[src/rtl/ex_pkg.sv]
// Shared definitions for the execute stage: control-word bit positions,
// ALU operation codes and the multiply sequencing states.
package ex_pkg;

    localparam int CTL_REG_WRITE = 7;
    localparam int CTL_MEM_READ  = 6;
    localparam int CTL_MEM_WRITE = 5;
    localparam int CTL_USE_IMM   = 4;
    localparam int CTL_JEQ       = 3;
    localparam int CTL_JMP       = 2;
    localparam int CTL_ALU_HI    = 1;
    localparam int CTL_ALU_LO    = 0;

    typedef enum logic [1:0] {
        ALU_ADD  = 2'b00,
        ALU_SUB  = 2'b01,
        ALU_NAND = 2'b10,
        ALU_MUL  = 2'b11
    } alu_op_e;

    typedef enum logic [1:0] {
        IDLE = 2'b00,
        BUSY = 2'b01,
        DONE = 2'b10
    } mul_state_e;

endpackage

[src/rtl/ex_stage_if.sv]
// ID/EX inputs, forwarding sources and EX/MEM / hazard outputs of the
// execute stage, bundled so the pipeline top wires a single port.
interface ex_stage_if #(
    parameter int DW = 16
);
    logic [7:0]    ControlsIn;
    logic [DW-1:0] Data1In;
    logic [DW-1:0] Data2In;
    logic [DW-1:0] JEQAddrIn;
    logic [DW-1:0] JMPAddrIn;
    logic [7:0]    Imm8In;
    logic [2:0]    Reg1In;
    logic [2:0]    Reg2In;
    logic          MemWbRegWrite;
    logic [2:0]    MemWbReg;
    logic [DW-1:0] MemWbData;

    logic          Stall;
    logic          Flush;
    logic          PcLoad;
    logic [DW-1:0] PcTarget;
    logic          ExMemRegWrite;
    logic          ExMemMemRead;
    logic          ExMemMemWrite;
    logic [DW-1:0] ExMemResult;
    logic [DW-1:0] ExMemStoreData;
    logic [2:0]    ExMemReg;

    modport master (
        output ControlsIn, Data1In, Data2In, JEQAddrIn, JMPAddrIn, Imm8In,
               Reg1In, Reg2In, MemWbRegWrite, MemWbReg, MemWbData,
        input  Stall, Flush, PcLoad, PcTarget, ExMemRegWrite, ExMemMemRead,
               ExMemMemWrite, ExMemResult, ExMemStoreData, ExMemReg
    );

    modport slave (
        input  ControlsIn, Data1In, Data2In, JEQAddrIn, JMPAddrIn, Imm8In,
               Reg1In, Reg2In, MemWbRegWrite, MemWbReg, MemWbData,
        output Stall, Flush, PcLoad, PcTarget, ExMemRegWrite, ExMemMemRead,
               ExMemMemWrite, ExMemResult, ExMemStoreData, ExMemReg
    );

endinterface

[src/rtl/ex_stage_mul_seq.sv]
// Unsigned shift-add multiplier: one partial product per cycle for DW
// cycles after a start pulse, product truncated to DW bits.
module mul_seq
    import ex_pkg::*;
#(
    parameter int DW = 16
) (
    input  logic          Clk,
    input  logic          Reset,
    input  logic          start,
    input  logic [DW-1:0] a,
    input  logic [DW-1:0] b,
    output logic          busy,
    output logic          last,
    output logic          done,
    output logic [DW-1:0] product
);
    localparam int CW = $clog2(DW);

    logic [DW-1:0] acc_q, acc_d;
    logic [DW-1:0] mcand_q, mcand_d;
    logic [DW-1:0] mplier_q, mplier_d;
    logic [CW-1:0] cnt_q, cnt_d;
    logic          busy_q, busy_d;
    logic          done_q, done_d;

    always_comb begin
        acc_d    = acc_q;
        mcand_d  = mcand_q;
        mplier_d = mplier_q;
        cnt_d    = cnt_q;
        busy_d   = busy_q;
        done_d   = 1'b0;
        if (busy_q) begin
            // Multiplicand bits shifted past DW fall away, giving mod 2^DW.
            if (mplier_q[0]) begin
                acc_d = acc_q + mcand_q;
            end
            mcand_d  = mcand_q << 1;
            mplier_d = mplier_q >> 1;
            cnt_d    = cnt_q - 1'b1;
            if (cnt_q == '0) begin
                busy_d = 1'b0;
                done_d = 1'b1;
            end
        end else if (start) begin
            acc_d    = '0;
            mcand_d  = a;
            mplier_d = b;
            cnt_d    = CW'(DW - 1);
            busy_d   = 1'b1;
        end
    end

    always_ff @(posedge Clk) begin
        if (Reset) begin
            acc_q    <= '0;
            mcand_q  <= '0;
            mplier_q <= '0;
            cnt_q    <= '0;
            busy_q   <= 1'b0;
            done_q   <= 1'b0;
        end else begin
            acc_q    <= acc_d;
            mcand_q  <= mcand_d;
            mplier_q <= mplier_d;
            cnt_q    <= cnt_d;
            busy_q   <= busy_d;
            done_q   <= done_d;
        end
    end

    assign busy    = busy_q;
    assign last    = busy_q && (cnt_q == '0);
    assign done    = done_q;
    assign product = acc_q;

endmodule

[src/rtl/ex_stage.sv]
// Execute stage: operand forwarding, ALU, branch resolution, the multiply
// sequencer and the EX/MEM pipeline register.
module ex_stage
    import ex_pkg::*;
#(
    parameter int DW = 16
) (
    input  logic      Clk,
    input  logic      Reset,
    ex_stage_if.slave bus
);
    mul_state_e    state_q, state_d;
    logic [2:0]    mul_reg_q, mul_reg_d;
    logic          mul_rw_q, mul_rw_d;
    logic          ex_rw_q, ex_rw_d;
    logic          ex_mr_q, ex_mr_d;
    logic          ex_mw_q, ex_mw_d;
    logic [DW-1:0] ex_result_q, ex_result_d;
    logic [DW-1:0] ex_store_q, ex_store_d;
    logic [2:0]    ex_reg_q, ex_reg_d;

    logic [7:0]    ctl;
    alu_op_e       alu_op;
    logic          is_bubble, is_mul, is_branch, take_branch, mul_start;
    logic          mul_busy, mul_last, mul_done;
    logic [DW-1:0] fwd_a, fwd_b, imm_ext, op_b, sum, alu_res, mul_product;

    assign ctl       = bus.ControlsIn;
    assign alu_op    = alu_op_e'(ctl[CTL_ALU_HI:CTL_ALU_LO]);
    assign is_bubble = (ctl == '0);
    assign is_mul    = (alu_op == ALU_MUL);
    assign is_branch = ctl[CTL_JEQ] | ctl[CTL_JMP];

    // A load still in EX/MEM has no data yet, so it is never a forwarding source.
    always_comb begin
        fwd_a = bus.Data1In;
        if (ex_rw_q && !ex_mr_q && (ex_reg_q == bus.Reg1In)) begin
            fwd_a = ex_result_q;
        end else if (bus.MemWbRegWrite && (bus.MemWbReg == bus.Reg1In)) begin
            fwd_a = bus.MemWbData;
        end
        fwd_b = bus.Data2In;
        if (ex_rw_q && !ex_mr_q && (ex_reg_q == bus.Reg2In)) begin
            fwd_b = ex_result_q;
        end else if (bus.MemWbRegWrite && (bus.MemWbReg == bus.Reg2In)) begin
            fwd_b = bus.MemWbData;
        end
    end

    assign imm_ext = {{(DW-8){bus.Imm8In[7]}}, bus.Imm8In};
    assign op_b    = ctl[CTL_USE_IMM] ? imm_ext : fwd_b;
    assign sum     = fwd_a + op_b;

    always_comb begin
        alu_res = sum;
        if (!(ctl[CTL_MEM_READ] | ctl[CTL_MEM_WRITE])) begin
            case (alu_op)
                ALU_SUB:  alu_res = fwd_a - op_b;
                ALU_NAND: alu_res = ~(fwd_a & op_b);
                default:  alu_res = sum;
            endcase
        end
    end

    // A MUL in the same slot wins over branch bits so Stall and Flush never overlap.
    assign take_branch = (state_q == IDLE) && !is_mul &&
                         (ctl[CTL_JMP] || (ctl[CTL_JEQ] && (fwd_a == fwd_b)));
    assign mul_start   = (state_q == IDLE) && is_mul;

    assign bus.Stall    = !Reset && (mul_start || mul_busy);
    assign bus.Flush    = !Reset && take_branch;
    assign bus.PcLoad   = !Reset && take_branch;
    assign bus.PcTarget = (!Reset && take_branch) ?
                          (ctl[CTL_JMP] ? bus.JMPAddrIn : bus.JEQAddrIn) : '0;

    mul_seq #(.DW(DW)) u_mul (
        .Clk     (Clk),
        .Reset   (Reset),
        .start   (mul_start),
        .a       (fwd_a),
        .b       (op_b),
        .busy    (mul_busy),
        .last    (mul_last),
        .done    (mul_done),
        .product (mul_product)
    );

    always_comb begin
        state_d     = state_q;
        mul_reg_d   = mul_reg_q;
        mul_rw_d    = mul_rw_q;
        ex_rw_d     = 1'b0;
        ex_mr_d     = 1'b0;
        ex_mw_d     = 1'b0;
        ex_result_d = '0;
        ex_store_d  = '0;
        ex_reg_d    = '0;
        case (state_q)
            IDLE: begin
                if (is_mul) begin
                    state_d   = BUSY;
                    mul_reg_d = bus.Reg1In;
                    mul_rw_d  = ctl[CTL_REG_WRITE];
                end else if (!is_bubble && !is_branch) begin
                    ex_rw_d     = ctl[CTL_REG_WRITE];
                    ex_mr_d     = ctl[CTL_MEM_READ];
                    ex_mw_d     = ctl[CTL_MEM_WRITE];
                    ex_result_d = alu_res;
                    ex_store_d  = fwd_b;
                    ex_reg_d    = bus.Reg1In;
                end
            end
            BUSY: begin
                if (mul_last) begin
                    state_d = DONE;
                end
            end
            DONE: begin
                state_d = IDLE;
                if (mul_done) begin
                    ex_rw_d     = mul_rw_q;
                    ex_result_d = mul_product;
                    ex_reg_d    = mul_reg_q;
                end
            end
            default: state_d = IDLE;
        endcase
    end

    always_ff @(posedge Clk) begin
        if (Reset) begin
            state_q     <= IDLE;
            mul_reg_q   <= '0;
            mul_rw_q    <= 1'b0;
            ex_rw_q     <= 1'b0;
            ex_mr_q     <= 1'b0;
            ex_mw_q     <= 1'b0;
            ex_result_q <= '0;
            ex_store_q  <= '0;
            ex_reg_q    <= '0;
        end else begin
            state_q     <= state_d;
            mul_reg_q   <= mul_reg_d;
            mul_rw_q    <= mul_rw_d;
            ex_rw_q     <= ex_rw_d;
            ex_mr_q     <= ex_mr_d;
            ex_mw_q     <= ex_mw_d;
            ex_result_q <= ex_result_d;
            ex_store_q  <= ex_store_d;
            ex_reg_q    <= ex_reg_d;
        end
    end

    assign bus.ExMemRegWrite  = ex_rw_q;
    assign bus.ExMemMemRead   = ex_mr_q;
    assign bus.ExMemMemWrite  = ex_mw_q;
    assign bus.ExMemResult    = ex_result_q;
    assign bus.ExMemStoreData = ex_store_q;
    assign bus.ExMemReg       = ex_reg_q;

endmodule

[src/flat_wrapper.sv]
// flat-port wrapper written by rule: the top's interface ports become plain ports
module ex_stage_flat import ex_pkg::*;
#(
    parameter int DW = 16
)
  (Clk, Reset, bus_ControlsIn, bus_Data1In, bus_Data2In, bus_JEQAddrIn, bus_JMPAddrIn, bus_Imm8In, bus_Reg1In, bus_Reg2In, bus_MemWbRegWrite, bus_MemWbReg, bus_MemWbData, bus_Stall, bus_Flush, bus_PcLoad, bus_PcTarget, bus_ExMemRegWrite, bus_ExMemMemRead, bus_ExMemMemWrite, bus_ExMemResult, bus_ExMemStoreData, bus_ExMemReg);
  ex_stage_if #(.DW(DW)) bus_i ();
  input  logic Clk;
  input  logic Reset;
  input wire logic [$bits(bus_i.ControlsIn)-1:0] bus_ControlsIn;
  input wire logic [$bits(bus_i.Data1In)-1:0] bus_Data1In;
  input wire logic [$bits(bus_i.Data2In)-1:0] bus_Data2In;
  input wire logic [$bits(bus_i.JEQAddrIn)-1:0] bus_JEQAddrIn;
  input wire logic [$bits(bus_i.JMPAddrIn)-1:0] bus_JMPAddrIn;
  input wire logic [$bits(bus_i.Imm8In)-1:0] bus_Imm8In;
  input wire logic [$bits(bus_i.Reg1In)-1:0] bus_Reg1In;
  input wire logic [$bits(bus_i.Reg2In)-1:0] bus_Reg2In;
  input wire logic [$bits(bus_i.MemWbRegWrite)-1:0] bus_MemWbRegWrite;
  input wire logic [$bits(bus_i.MemWbReg)-1:0] bus_MemWbReg;
  input wire logic [$bits(bus_i.MemWbData)-1:0] bus_MemWbData;
  output wire logic [$bits(bus_i.Stall)-1:0] bus_Stall;
  output wire logic [$bits(bus_i.Flush)-1:0] bus_Flush;
  output wire logic [$bits(bus_i.PcLoad)-1:0] bus_PcLoad;
  output wire logic [$bits(bus_i.PcTarget)-1:0] bus_PcTarget;
  output wire logic [$bits(bus_i.ExMemRegWrite)-1:0] bus_ExMemRegWrite;
  output wire logic [$bits(bus_i.ExMemMemRead)-1:0] bus_ExMemMemRead;
  output wire logic [$bits(bus_i.ExMemMemWrite)-1:0] bus_ExMemMemWrite;
  output wire logic [$bits(bus_i.ExMemResult)-1:0] bus_ExMemResult;
  output wire logic [$bits(bus_i.ExMemStoreData)-1:0] bus_ExMemStoreData;
  output wire logic [$bits(bus_i.ExMemReg)-1:0] bus_ExMemReg;
  assign bus_i.ControlsIn = bus_ControlsIn;
  assign bus_i.Data1In = bus_Data1In;
  assign bus_i.Data2In = bus_Data2In;
  assign bus_i.JEQAddrIn = bus_JEQAddrIn;
  assign bus_i.JMPAddrIn = bus_JMPAddrIn;
  assign bus_i.Imm8In = bus_Imm8In;
  assign bus_i.Reg1In = bus_Reg1In;
  assign bus_i.Reg2In = bus_Reg2In;
  assign bus_i.MemWbRegWrite = bus_MemWbRegWrite;
  assign bus_i.MemWbReg = bus_MemWbReg;
  assign bus_i.MemWbData = bus_MemWbData;
  assign bus_Stall = bus_i.Stall;
  assign bus_Flush = bus_i.Flush;
  assign bus_PcLoad = bus_i.PcLoad;
  assign bus_PcTarget = bus_i.PcTarget;
  assign bus_ExMemRegWrite = bus_i.ExMemRegWrite;
  assign bus_ExMemMemRead = bus_i.ExMemMemRead;
  assign bus_ExMemMemWrite = bus_i.ExMemMemWrite;
  assign bus_ExMemResult = bus_i.ExMemResult;
  assign bus_ExMemStoreData = bus_i.ExMemStoreData;
  assign bus_ExMemReg = bus_i.ExMemReg;
  ex_stage #(.DW(DW)) u_core (.Clk(Clk), .Reset(Reset), .bus(bus_i));
endmodule
[config.mk]
export PLATFORM = sky130hd
export DESIGN_NAME = ex_stage_flat
export DESIGN_NICKNAME = d
export VERILOG_FILES = /design/src/rtl/ex_pkg.sv /design/src/rtl/ex_stage_if.sv /design/src/rtl/ex_stage_mul_seq.sv /design/src/rtl/ex_stage.sv /design/src/flat_wrapper.sv
export SDC_FILE = /design/constraint.sdc
export NUM_CORES = 1
export LEC_CHECK = 0
export ABC_AREA = 0
export BUFFER_PORTS_ARGS = -buffer_cell sky130_fd_sc_hd__buf_2
export CAP_MARGIN = 5
export CORE_ASPECT_RATIO = 0.75
export CORE_MARGIN = 2
export CORE_UTILIZATION = 50
export CTS_BUF_LIST = sky130_fd_sc_hd__clkbuf_16
export DETAILED_ROUTE_END_ITERATION = 7
export HOLD_SLACK_MARGIN = 0.08
export PLACE_DENSITY = 0.72
export SETUP_SLACK_MARGIN = 0.4
export SKIP_LAST_GASP = 1
export SYNTH_ARGS = -nofsm -noshare
export SYNTH_HDL_FRONTEND = slang
export SYNTH_HIERARCHICAL = 1
export SYNTH_SLANG_ARGS = --single-unit
[constraint.sdc]
create_clock -name Clk -period 7.36 [get_ports Clk]
set_input_delay 0.736 -clock Clk [delete_from_list [all_inputs] [get_ports Clk]]
set_output_delay 0.736 -clock Clk [all_outputs]
set_load 0.01 [all_outputs]
Yosys cells after proc, flatten, opt, wreduce, memory -nomap -nowiden
Cells that the tools add are included.
- $add $sub $neg: 4
- eq/ne operators: 13
- muxes and demuxes: 37
- bitwise gates (word level): 7
- reduce and logical (&&, ||, !) cells: 30
- operators with widths (kind ; count):
    $mux 16 ; 16
    $pmux 16 s2 ; 2
    $add 16x16->16 ; 2
    $mux 15 ; 2
    $and 16x16->16 ; 1
    $eq 16x16->1 ; 1
    $not 16->16 ; 1
    $sub 16x16->16 ; 1
    $logic_and 1x1->1 ; 13
    $eq 3x3->1 ; 4
    $mux 3 ; 3
    $logic_not 8->1 ; 1
    $mux 4 ; 2
    $mux 1 ; 7
    $eq 2x2->1 const B ; 3
    $pmux 3 s2 ; 1
    $reduce_and 2->1 ; 3
    $logic_not 1->1 ; 5
    $eq 2x1->1 const B ; 2
    $logic_not 4->1 ; 1
    $mux 2 ; 2
    $ne 2x1->1 const B ; 2
    $pmux 2 s2 ; 1
    $reduce_or 2->1 ; 2
    9 further kinds ; 13
- bits in registers: 98
- input port bits: 108
- output and inout port bits: 57
- logic and storage cells: 108

Depth between registers and ports, before layout
Gate-level depths: netlist (run 1).
- depth in word-level cells: 12
- gate-level depth with buffers: 19
- depth with buffers taken out: 18

By module
The synthesis (run 1) kept the hierarchy.
- by module, submodules not included (module ; times used ; cells an instance ; area each (um^2) ; sequential area each (um^2)):
    ex_stage ; 1 ; 595 ; 4688.2 ; 880.8
    mul_seq ; 1 ; 350 ; 2917.8 ; 1081.0

Least setup slack after synthesis (run 1)
OpenSTA, ideal clock, no wires.
- kind: in2reg
- start point: input bus_Reg2In[2]
- end point: register u_core.ex_result_q[10] (netlist: u_core/bus.ExMemResult[10])
- setup time: 125 ps
- arrival time: 4209 ps
- required time: 7235 ps
- path slack: 3026 ps
- stages on the path: 18
- buffers on the path: 1
- path through: xor2_1 or4_4 buf_6 mux2i_2 o21ai_0 ha_1 inv_1 fa_1 o21bai_1 a311oi_1 o21bai_1 a21oi_1 a21oi_1 o21ai_2 o31ai_1 xnor2_1 a221oi_1 o21ai_0
- elaborated cells on any way between the ends: 16
- those cells by class: add/sub: 2; eq/ne: 2; mux: 8; bitwise: 2; reduce/logical: 2
- RTL lines (element ; RTL line ; RTL):
    start, declared ; flat_wrapper.sv:17 ; input wire logic [$bits(bus_i.Reg2In)-1:0] bus_Reg2In;
    $eq 3x3->1 ; ex_stage.sv:45 ; end else if (bus.MemWbRegWrite && (bus.MemWbReg == bus.Reg2In)) begin
    $logic_and 1x1->1 ; ex_stage.sv:45 ;
    $mux 16 ; ex_stage.sv:45 ;
    $mux 16 * ; ex_stage.sv:43 ; if (ex_rw_q && !ex_mr_q && (ex_reg_q == bus.Reg2In)) begin
    $mux 16 * ; ex_stage.sv:51 ; assign op_b = ctl[CTL_USE_IMM] ? imm_ext : fwd_b;
    via u_core.op_b[0] ; ex_stage.sv:26 ; logic [DW-1:0] fwd_a, fwd_b, imm_ext, op_b, sum, alu_res, mul_product;
    $add 16x16->16 / $sub 16x16->16 (equally long branches) ; ex_stage.sv:52, ex_stage.sv:58 ;
    $pmux 16 s2 ; ex_stage.sv:57 ; case (alu_op)
    $mux 16 * ; ex_stage.sv:56 ; if (!(ctl[CTL_MEM_READ] | ctl[CTL_MEM_WRITE])) begin
    $mux 16 * ; ex_stage.sv:104 ; end else if (!is_bubble && !is_branch) begin
    $mux 16 * ; ex_stage.sv:100 ; if (is_mul) begin
    $pmux 16 s2 * ; ex_stage.sv:98 ; case (state_q)
    end signal, assigned ; ex_stage.sv:148 ; ex_result_q <= ex_result_d;
    end, declared ; ex_stage.sv:18 ; logic [DW-1:0] ex_result_q, ex_result_d;
Mark *: on every way through the listed nets, which the timed path passes. The rest lies on a longest branch.
A chain may end at the register's enable or synchronous reset.

Worst setup path in the final report (run 1)
- start point: input bus_Reg1In[2]
- end point: output bus_PcTarget[15]
- cells in the longest elaborated chain, start to end: 10
- elaborated cells on any way between the ends: 12
- those cells by class: eq/ne: 3; mux: 3; reduce/logical: 6
- RTL lines (element ; RTL line ; RTL):
    start, declared ; flat_wrapper.sv:16 ; input wire logic [$bits(bus_i.Reg1In)-1:0] bus_Reg1In;
    $eq 3x3->1 ; ex_stage.sv:39 ; end else if (bus.MemWbRegWrite && (bus.MemWbReg == bus.Reg1In)) begin
    $logic_and 1x1->1 ; ex_stage.sv:39 ;
    $mux 16 ; ex_stage.sv:39 ;
    $mux 16 * ; ex_stage.sv:37 ; if (ex_rw_q && !ex_mr_q && (ex_reg_q == bus.Reg1In)) begin
    via u_core.fwd_a[1] ; ex_stage.sv:26 ;
    $eq 16x16->1 * ; ex_stage.sv:67 ; (ctl[CTL_JMP] || (ctl[CTL_JEQ] && (fwd_a == fwd_b)));
    $logic_and 1x1->1 * ; ex_stage.sv:67 ;
    $logic_or 1x1->1 * ; ex_stage.sv:67 ;
    $logic_and 1x1->1 * ; ex_stage.sv:66 ; assign take_branch = (state_q == IDLE) && !is_mul &&
    $logic_and 1x1->1 * ; ex_stage.sv:73 ; assign bus.PcTarget = (!Reset && take_branch) ?
    $mux 16 * ; ex_stage.sv:73 ;
    end, declared ; flat_wrapper.sv:24 ; output wire logic [$bits(bus_i.PcTarget)-1:0] bus_PcTarget;
Marked as above.

==> summary.json, run 1 <==
{
  "cts_repair_resize_count": 0,
  "maxSlewHeadroom_pct": 20.4,
  "worst-endpoint-required_ns": 6.62,
  "rows": 39,
  "worst_hold_slack_ns": 0.489,
  "timing.critical_path.arrival_ns": 4.87,
  "grt_max_degree": 62,
  "synth_async_sr_flop_share_pct": 0,
  "start_util_pct": 50.6,
  "synth.distinct_cells": 73,
  "wire_per_inst_um": 16.6,
  "io_pins": 165,
  "drc": 0,
  "synth_sequential_area_ratio_pct": 25.8,
  "finalCriticalPeriod_ns": 5.61,
  "netlist_area_um2": 7610,
  "net_count_after_synthesis": 1108,
  "final.period_utilization_pct": 76.2,
  "power.leakage_nw": 4.18,
  "synthDominantCellAreaShare_pct": 25.8,
  "die-area_um2": 16200,
  "port-buffer-count": 164,
  "hold_viol": 0,
  "cts-root-buf": "sky130_fd_sc_hd__clkbuf_16",
  "pwr_dens_nw_per_um2": 173,
  "placed_area_um2": 8500,
  "globalRouteTotalUtil_pct": 25.7,
  "timing.setup.critical_path_class": "in -> out",
  "endpoint_kind": "output port",
  "ranking_of_synthesized_cells_by_area": "sky130_fd_sc_hd__dfxtp_1, sky130_fd_sc_hd__mux2i_1, sky130_fd_sc_hd__ha_1, sky130_fd_sc_hd__nor2_1, sky130_fd_sc_hd__a21oi_1",
  "areaGrowthSynthToFinish_pct": 15.9,
  "combined_area_of_the_multi_input_logic_cells_um2": 5260,
  "detail-route-antenna-nets": 0,
  "unrepaired_setup_endpoints_after_global_routing": "no",
  "antennaDiodeCount": 0,
  "cts_setup_buffers": 0,
  "hold_path_class": "reg -> reg",
  "finalClockSkew_ns": 0.00937,
  "hpwl_mm": 16.6,
  "drt-pass1-iter-count": 6,
  "netlist_instances": 945,
  "clkSlewWorstSetupHoldPaths_ns": 0.07,
  "detail_route.iter0.violations": 718,
  "final_layout_size_suffix_gt1_share_pct": 21.5,
  "critPathMaxFanout": 17,
  "drt-total-wl_mm": 21.4,
  "globalRouteOverflowTotal": 0,
  "fillerInstances": 1421,
  "clkLatencyLatePin_ns": 0.35,
  "synth_warn": 6,
  "ctsHoldBuffers": 0,
  "cap_violations": 0,
  "final_max_slew_viol_count": 0,
  "stdcell_area_um2": 8820,
  "yosysTopAreaCell": "sky130_fd_sc_hd__dfxtp_1",
  "syn-mean-instance-area_um2": 8.05,
  "grt_pass1_wl_mm": 34.2,
  "antenna_found_initial": 0,
  "number_of_levels_in_the_clock_h_tree": 3,
  "run_status": "finished, final reports clean",
  "die_width_um": 146,
  "cts_tree": "done",
  "finish.cell_count_without_fillers": 1288,
  "worst_setup_path_start_kind": "primary input",
  "vias_per_cell": 5.69,
  "cts_made_buffers": 9,
  "ys_ff_latch": 98,
  "most_used_standard_cell_by_instance_count_after_synthesis": "sky130_fd_sc_hd__nor2_1",
  "synth.cells.most_frequent": "sky130_fd_sc_hd__nor2_1, sky130_fd_sc_hd__dfxtp_1, sky130_fd_sc_hd__a21oi_1",
  "post_placement_cell_count": 1273,
  "edff_count_synth": 0,
  "slew_at_the_pin_closest_to_its_max_slew_limit_ns": 1.19,
  "fin_setup_tns_ns": 0,
  "totalPowerFinal_mw": 1.53,
  "grt_pass1_vias": 6567,
  "max_freq_ghz": 0.178,
  "gp_routability_congestion": 0.961,
  "die_h_um": 111,
  "total_number_of_nets_in_the_final_design": 1242,
  "dr_total_vias": 7335,
  "report.final.setup_viol": 0,
  "seqCellArea_um2": 1960,
  "placeableCoreArea_um2": 15000,
  "cts.sinks": 98,
  "clock_tree_buf_depth": 2,
  "max-vdd-ir-drop_mv": 0.113,
  "dominantRegCellSynth": "sky130_fd_sc_hd__dfxtp_1"
}
-- cell usage in the layout (no fill, tap or decap), types with 4 or more instances in the layout --
| master | synthesis | routed |
|---|---|---|
| sky130_fd_sc_hd__a311oi_1 | 4 | 4 |
| sky130_fd_sc_hd__nor2_4 | 9 | 9 |
| sky130_fd_sc_hd__a21oi_1 | 82 | 82 |
| sky130_fd_sc_hd__a22o_1 | 7 | 7 |
| sky130_fd_sc_hd__nor2_1 | 142 | 142 |
| sky130_fd_sc_hd__mux2_2 | 10 | 10 |
| sky130_fd_sc_hd__clkbuf_16 | 0 | 9 |
| sky130_fd_sc_hd__o21a_1 | 15 | 15 |
| sky130_fd_sc_hd__nand4_1 | 4 | 4 |
| sky130_fd_sc_hd__ha_1 | 52 | 52 |
| sky130_fd_sc_hd__a31oi_1 | 7 | 7 |
| sky130_fd_sc_hd__nor4_1 | 5 | 4 |
| sky130_fd_sc_hd__inv_1 | 40 | 40 |
| sky130_fd_sc_hd__a221oi_1 | 7 | 7 |
| sky130_fd_sc_hd__buf_4 | 1 | 7 |
| sky130_fd_sc_hd__nand2_1 | 65 | 65 |
| sky130_fd_sc_hd__o21ai_0 | 44 | 44 |
| sky130_fd_sc_hd__mux2i_1 | 80 | 80 |
| sky130_fd_sc_hd__nand2b_1 | 4 | 4 |
| sky130_fd_sc_hd__a22oi_1 | 17 | 17 |
| sky130_fd_sc_hd__o211ai_1 | 5 | 5 |
| sky130_fd_sc_hd__xor2_1 | 21 | 21 |
| sky130_fd_sc_hd__o22ai_1 | 8 | 8 |
| sky130_fd_sc_hd__nor2b_1 | 9 | 9 |
| sky130_fd_sc_hd__xnor2_1 | 30 | 30 |
| sky130_fd_sc_hd__a21o_1 | 13 | 13 |
| sky130_fd_sc_hd__nand3b_1 | 6 | 6 |
| sky130_fd_sc_hd__or3_1 | 6 | 6 |
| sky130_fd_sc_hd__nand3_1 | 5 | 5 |
| sky130_fd_sc_hd__dfxtp_1 | 98 | 97 |
| sky130_fd_sc_hd__and2_1 | 4 | 4 |
| sky130_fd_sc_hd__or2_2 | 5 | 5 |
| sky130_fd_sc_hd__o21bai_1 | 4 | 4 |
| sky130_fd_sc_hd__nor3_1 | 23 | 23 |
| sky130_fd_sc_hd__a221o_1 | 4 | 4 |
| sky130_fd_sc_hd__a211oi_1 | 8 | 8 |
| sky130_fd_sc_hd__buf_2 | 5 | 164 |
-- critical path, cell delays in order --
cell and delay [ns]:
sky130_fd_sc_hd__buf_2 0.13, sky130_fd_sc_hd__xnor2_1 0.22, sky130_fd_sc_hd__nand4_2 0.65, sky130_fd_sc_hd__mux2i_1 0.28, sky130_fd_sc_hd__o21ai_0 0.69, sky130_fd_sc_hd__xor2_1 0.29, sky130_fd_sc_hd__nand4_1 0.13, sky130_fd_sc_hd__nor4_1 0.35
sky130_fd_sc_hd__a41oi_1 0.15, sky130_fd_sc_hd__or3_1 0.82, sky130_fd_sc_hd__nor2_1 0.24, sky130_fd_sc_hd__buf_2 0.15
-- logic make-up (layout without fill, tap and decap cells) --
| kind of cell | count (synthesis) | after routing | share of synthesized area [%] |
|---|---|---|---|
| simple gates | 306 | 306 | 19.3 |
| compound gates | 250 | 250 | 21.2 |
| flops | 98 | 98 | 25.8 |
| mux | 96 | 96 | 13.3 |
| buf+inv | 89 | 227 | 5.23 |
| fa+ha+maj | 55 | 55 | 9.34 |
| xor+xnor | 51 | 51 | 5.87 |
-- state kept, by name, indices dropped and copies added (netlist names), 3 cells and up --
signal and cells:
u_core/bus.ExMemReg 3, u_core/bus.ExMemResult 16, u_core/bus.ExMemStoreData 16, u_core/mul_reg_q 3, u_core/u_mul/cnt_q 4, u_core/u_mul/mcand_q 16, u_core/u_mul/mplier_q 16, u_core/u_mul/product 16
-- layout make-up --
class	instances	area share (%)
Clock buffer	9	2.55
Clock inverter	6	0.993
Multi-Input combinational cell	758	59.6
Inverter	41	1.75
Sequential cell	98	22.3
Tap cell	205	2.91
Timing Repair Buffer	171	9.90
-- metal layers --
metal	share of wire (%)	routed length, um	GRT usage [%]
met5	0	0	0
met4	0.83	178	4.14
met3	7.5	1600	4.77
met2	44	9400	39.7
met1	48	10200	37.9
-- power breakdown --
| group | switching [mW] | internal (mW) | total, mW | leakage, nW |
|---|---|---|---|---|
| Combinational | 0.267 | 0.188 | 0.455 | 3.22 |
| Sequential | 0.0183 | 0.552 | 0.570 | 0.796 |
| Clock | 0.206 | 0.297 | 0.503 | 0.156 |
-- per-stage QoR --
| stage | setup WS [ns] | util (%) |
|---|---|---|
| 2_1_floorplan | 3.03 | - |
| 3_3_place_gp | 1.98 | 56.6 |
| 3_5_place_dp | 1.86 | 56.6 |
| 4_1_cts | 1.84 | 58.7 |
| 5_1_grt | 1.46 | 58.7 |
| 6_report | 1.75 | 58.7 |
-- final timing paths --
kind | from | endpoint | slack (ns) | cells past startpoint
max | bus_Reg1In[2] | bus_PcTarget[15] | 1.75 | 12
min reg2reg | u_core/u_mul/mplier_q[15] | u_core/u_mul/mplier_q[14] | 0.49 | 2
max reg2reg | u_core/bus.ExMemReg[2] | u_core/bus.ExMemResult[15] | 2.44 | 15
min | u_core/u_mul/mplier_q[15] | u_core/u_mul/mplier_q[14] | 0.49 | 2
No activity file was read; power rests on OpenSTA's default activity.
==> inputs of run 2 (changes only) <==
- PLACE_DENSITY: 0.72 -> 0.75
- clock period: 7.36 -> 4.5 ns (I/O delays scaled with it)
==> summary.json, run 2 (synthesized netlist as in run 1, its figures left out) <==
{
  "detail-route-antenna-nets": {"value": 0, "change": "unchanged"},
  "cts.sinks": {"value": 98, "change": "unchanged"},
  "timing.hold.worst_path_depth": {"value": 3, "change": "+1"},
  "max-vdd-ir-drop": {"value": 0.187, "unit": "mV", "change": "+65%"},
  "final_util": {"value": 65.1, "unit": "%", "change": "+6.5 points"},
  "number_of_levels_in_the_clock_h_tree": {"value": 3, "change": "unchanged"},
  "hold_path_end": "u_core/mul_rw_q",
  "finalCriticalPeriod_ns": 4.25,
  "drt-pass1-iter-count": {"value": 5, "change": "-1"},
  "globalRouteOverflowTotal": {"value": 0, "change": "unchanged"},
  "postLayoutSetupSlackWorst": {"value": 0.251, "unit": "ns", "change": "-1.50 ns"},
  "antennaDiodeCount": {"value": 0, "change": "unchanged"},
  "worst-endpoint-required": {"value": 4.05, "unit": "ns", "change": "-2.57 ns"},
  "hold_viol": {"value": 0, "change": "unchanged"},
  "slew_at_the_pin_closest_to_its_max_slew_limit": {"value": 1.20, "unit": "ns", "change": "+0.0131 ns"},
  "pwr_dens": {"value": 273, "unit": "nW/um^2", "change": "+57%"},
  "stdcell_area": {"value": 9790, "unit": "um^2", "change": "+11%"},
  "cts_made_buffers": {"value": 9, "change": "unchanged"},
  "drc": {"value": 0, "change": "unchanged"},
  "max_freq_ghz": 0.235,
  "final.period_utilization_pct": 94.4,
  "gp_routability_congestion": {"value": 0.986, "change": "+2.6%"},
  "final_layout_size_suffix_gt1_share": {"value": 29.6, "unit": "%", "change": "+8.1 points"},
  "clkLatencyLatePin": {"value": 0.35, "unit": "ns", "change": "about the same"},
  "clkSlewWorstSetupHoldPaths": {"value": 0.07, "unit": "ns", "change": "about the same"},
  "cp_num_buf_inv": {"value": 4, "change": "+2"},
  "report.final.setup_viol": {"value": 0, "change": "unchanged"},
  "total_number_of_nets_in_the_final_design": {"value": 1304, "change": "+5.0%"},
  "fin_setup_tns": {"value": 0, "unit": "ns", "change": "unchanged"},
  "cp_top_family": "simple AND/OR/NAND/NOR gates",
  "globalRouteTotalUtil": {"value": 27.7, "unit": "%", "change": "+2.0 points"},
  "maxSlewHeadroom": {"value": 19.5, "unit": "%", "change": "-0.87 points"},
  "commonest_cells_after_routing_fill_and_taps_aside": "sky130_fd_sc_hd__buf_2, sky130_fd_sc_hd__nor2_1, sky130_fd_sc_hd__dfxtp_1",
  "start_util": {"value": 50.6, "unit": "%", "change": "unchanged"},
  "vias_per_cell": {"value": 5.80, "change": "+1.8%"},
  "unrepaired_setup_endpoints_after_global_routing": "yes",
  "port-buffer-count": {"value": 164, "change": "unchanged"},
  "regToRegSetupSlack": {"value": 0.35, "unit": "ns", "change": "-2.09 ns"},
  "timing.critical_path.arrival": {"value": 3.80, "unit": "ns", "change": "-1.07 ns"},
  "hpwl": {"value": 17.4, "unit": "mm", "change": "+4.3%"},
  "most_frequent_standard_cell_in_the_layout_excluding_fill_and_tap_cells": "sky130_fd_sc_hd__buf_2",
  "drt-total-wl": {"value": 24.6, "unit": "mm", "change": "+15%"},
  "dr_total_vias": {"value": 7830, "change": "+6.7%"},
  "grt_pass1_vias": {"value": 7317, "change": "+11%"},
  "wire_per_inst": {"value": 18.2, "unit": "um", "change": "+9.4%"},
  "timing.critical_path.slowest_cell_delay": {"value": 0.60, "unit": "ns", "change": "-0.22 ns"},
  "r2r-start": "u_core/bus.ExMemReg[2]",
  "die_h": {"value": 111, "unit": "um", "change": "unchanged"},
  "endpoint_kind": "output port",
  "cts-root-buf": "sky130_fd_sc_hd__clkbuf_16",
  "grt_pass1_wl": {"value": 36.8, "unit": "mm", "change": "+7.4%"},
  "placeableCoreArea": {"value": 15000, "unit": "um^2", "change": "unchanged"},
  "die_width": {"value": 146, "unit": "um", "change": "unchanged"},
  "reg2reg_to": "u_core/bus.ExMemResult[11]",
  "io_pins": {"value": 165, "change": "unchanged"},
  "pre_cts_slack": {"value": -0.0911, "unit": "ns", "change": "-1.95 ns"},
  "cpMaxStageDelayCell": "sky130_fd_sc_hd__or4_4",
  "worst_path_most_repeated_cell": "sky130_fd_sc_hd__xor2_2",
  "critPathMaxFanout": {"value": 5, "change": "-12"},
  "placed_area": {"value": 8720, "unit": "um^2", "change": "+2.6%"},
  "finalClockSkew": {"value": 0.00720, "unit": "ns", "change": "-0.00216 ns"},
  "run_status": "finished, final reports clean",
  "hold_path_class": "in -> reg",
  "final_max_slew_viol_count": {"value": 0, "change": "unchanged"},
  "clock_tree_buf_depth": {"value": 2, "change": "unchanged"},
  "worst_hold_slack": {"value": 0.384, "unit": "ns", "change": "-0.105 ns"},
  "timing.setup.critical_path_class": "reg -> out",
  "detail_route.iter0.violations": {"value": 832, "change": "+16%"},
  "cts_tree": "done",
  "ctsHoldBuffers": {"value": 0, "change": "unchanged"},
  "reg2regPathDepth": {"value": 16, "change": "+1"},
  "rows": {"value": 39, "change": "unchanged"},
  "timing.critical_path.cells": "xor2_2 -> or4_4 -> buf_12 -> mux2i_4 -> xor2_2 -> nand4_1 -> nor4_2 -> buf_4 -> a41oi_2 -> or3_4 -> clkbuf_16 -> nor2_1 -> buf_2",
  "holdCritStartpoint": "bus_ControlsIn[7]",
  "grt_max_degree": {"value": 61, "change": "-1.6%"},
  "die-area": {"value": 16200, "unit": "um^2", "change": "unchanged"},
  "areaGrowthSynthToFinish_pct": 28.7,
  "worst_setup_path_start_kind": "register",
  "antenna_found_initial": {"value": 0, "change": "unchanged"},
  "cap_violations": {"value": 0, "change": "unchanged"},
  "power.leakage": {"value": 4.55, "unit": "nW", "change": "+9.0%"}
}
-- run 2: changes by cell type in the layout (fill, tap and decap cells not counted), sizes merged --
| cell | change |
|---|---|
| buf | +60 |
| clkbuf | +2 |
| clkinv | +1 |
-- run 2: final cells by class --
class	count	area (um^2)
Timing Repair Buffer	233	1560
Tap cell	205	256
Inverter	41	166
Fill cell	1258	5240
Clock buffer	9	225
Clock inverter	7	91.3
Multi-Input combinational cell	758	5520
Sequential cell	98	1970
-- run 2: power by group --
| group | switching [mW] | total, mW | internal, mW |
|---|---|---|---|
| sequential | 0.0331 | 0.935 | 0.902 |
| clock | 0.355 | 0.843 | 0.488 |
| combinational | 0.493 | 0.891 | 0.398 |
| total | 0.881 | 2.67 | 1.79 |
-- run 2: how the worst max path moves through the flow --
stage | slack (ns) | cells after the start | end | start
after floorplan | 0.45 | 18 | u_core/bus.ExMemResult[10] | bus_Reg2In[2]
after global placement | 0.1 | 19 | u_core/bus.ExMemResult[14] | bus_MemWbReg[2]
after detailed placement | -0.09 | 19 | u_core/bus.ExMemResult[14] | bus_MemWbReg[0]
after CTS | 0.39 | 13 | bus_PcTarget[1] | u_core/bus.ExMemReg[2]
after global routing | 0.20 | 17 | u_core/bus.ExMemResult[15] | u_core/bus.ExMemReg[2]
final | 0.25 | 13 | bus_PcTarget[2] | u_core/bus.ExMemReg[2]
-- run 2: worst register-to-register path, cell delays in order (launching register included) --
cell and delay, ns:
sky130_fd_sc_hd__dfxtp_2 0.34, sky130_fd_sc_hd__xor2_2 0.16, sky130_fd_sc_hd__or4_4 0.60, sky130_fd_sc_hd__buf_12 0.17, sky130_fd_sc_hd__buf_16 0.14, sky130_fd_sc_hd__mux2i_4 0.19, sky130_fd_sc_hd__o21a_2 0.25, sky130_fd_sc_hd__ha_1 0.33
sky130_fd_sc_hd__nor2b_1 0.16, sky130_fd_sc_hd__o211ai_1 0.27, sky130_fd_sc_hd__a31oi_2 0.17, sky130_fd_sc_hd__a211oi_2 0.33, sky130_fd_sc_hd__buf_4 0.18, sky130_fd_sc_hd__o21bai_1 0.08, sky130_fd_sc_hd__xor2_1 0.15, sky130_fd_sc_hd__a221o_1 0.34
sky130_fd_sc_hd__a22o_1 0.19
-- run 2: through the flow --
step           total power [mW]  instances
6_report                   2.67       1351
5_1_grt                    2.79       1351
4_1_cts                    2.60       1332
3_5_place_dp               1.70       1297
3_3_place_gp               1.69       1297
2_1_floorplan              1.48        945
-- run 2: per-layer routing --
| metal | routed length [um] | track usage [%] | vias up |
|---|---|---|---|
| met3 | 2130 | 6.13 | 84 |
| li1 | - | - | 3743 |
| met2 | 11000 | 42.5 | 359 |
| met4 | 758 | 9.00 | 0 |
| met5 | 0 | 0 | - |
| met1 | 10700 | 38.6 | 3644 |
-- run 2: what timing repair did --
item | CTS | global route
gates cloned | 2 | 2
pin swaps | 10 | 31
hold endpoints to repair | 0 | 0
resized for setup | 45 | 41
buffers inserted | 17 | 17
setup endpoints to repair | 24 | 27
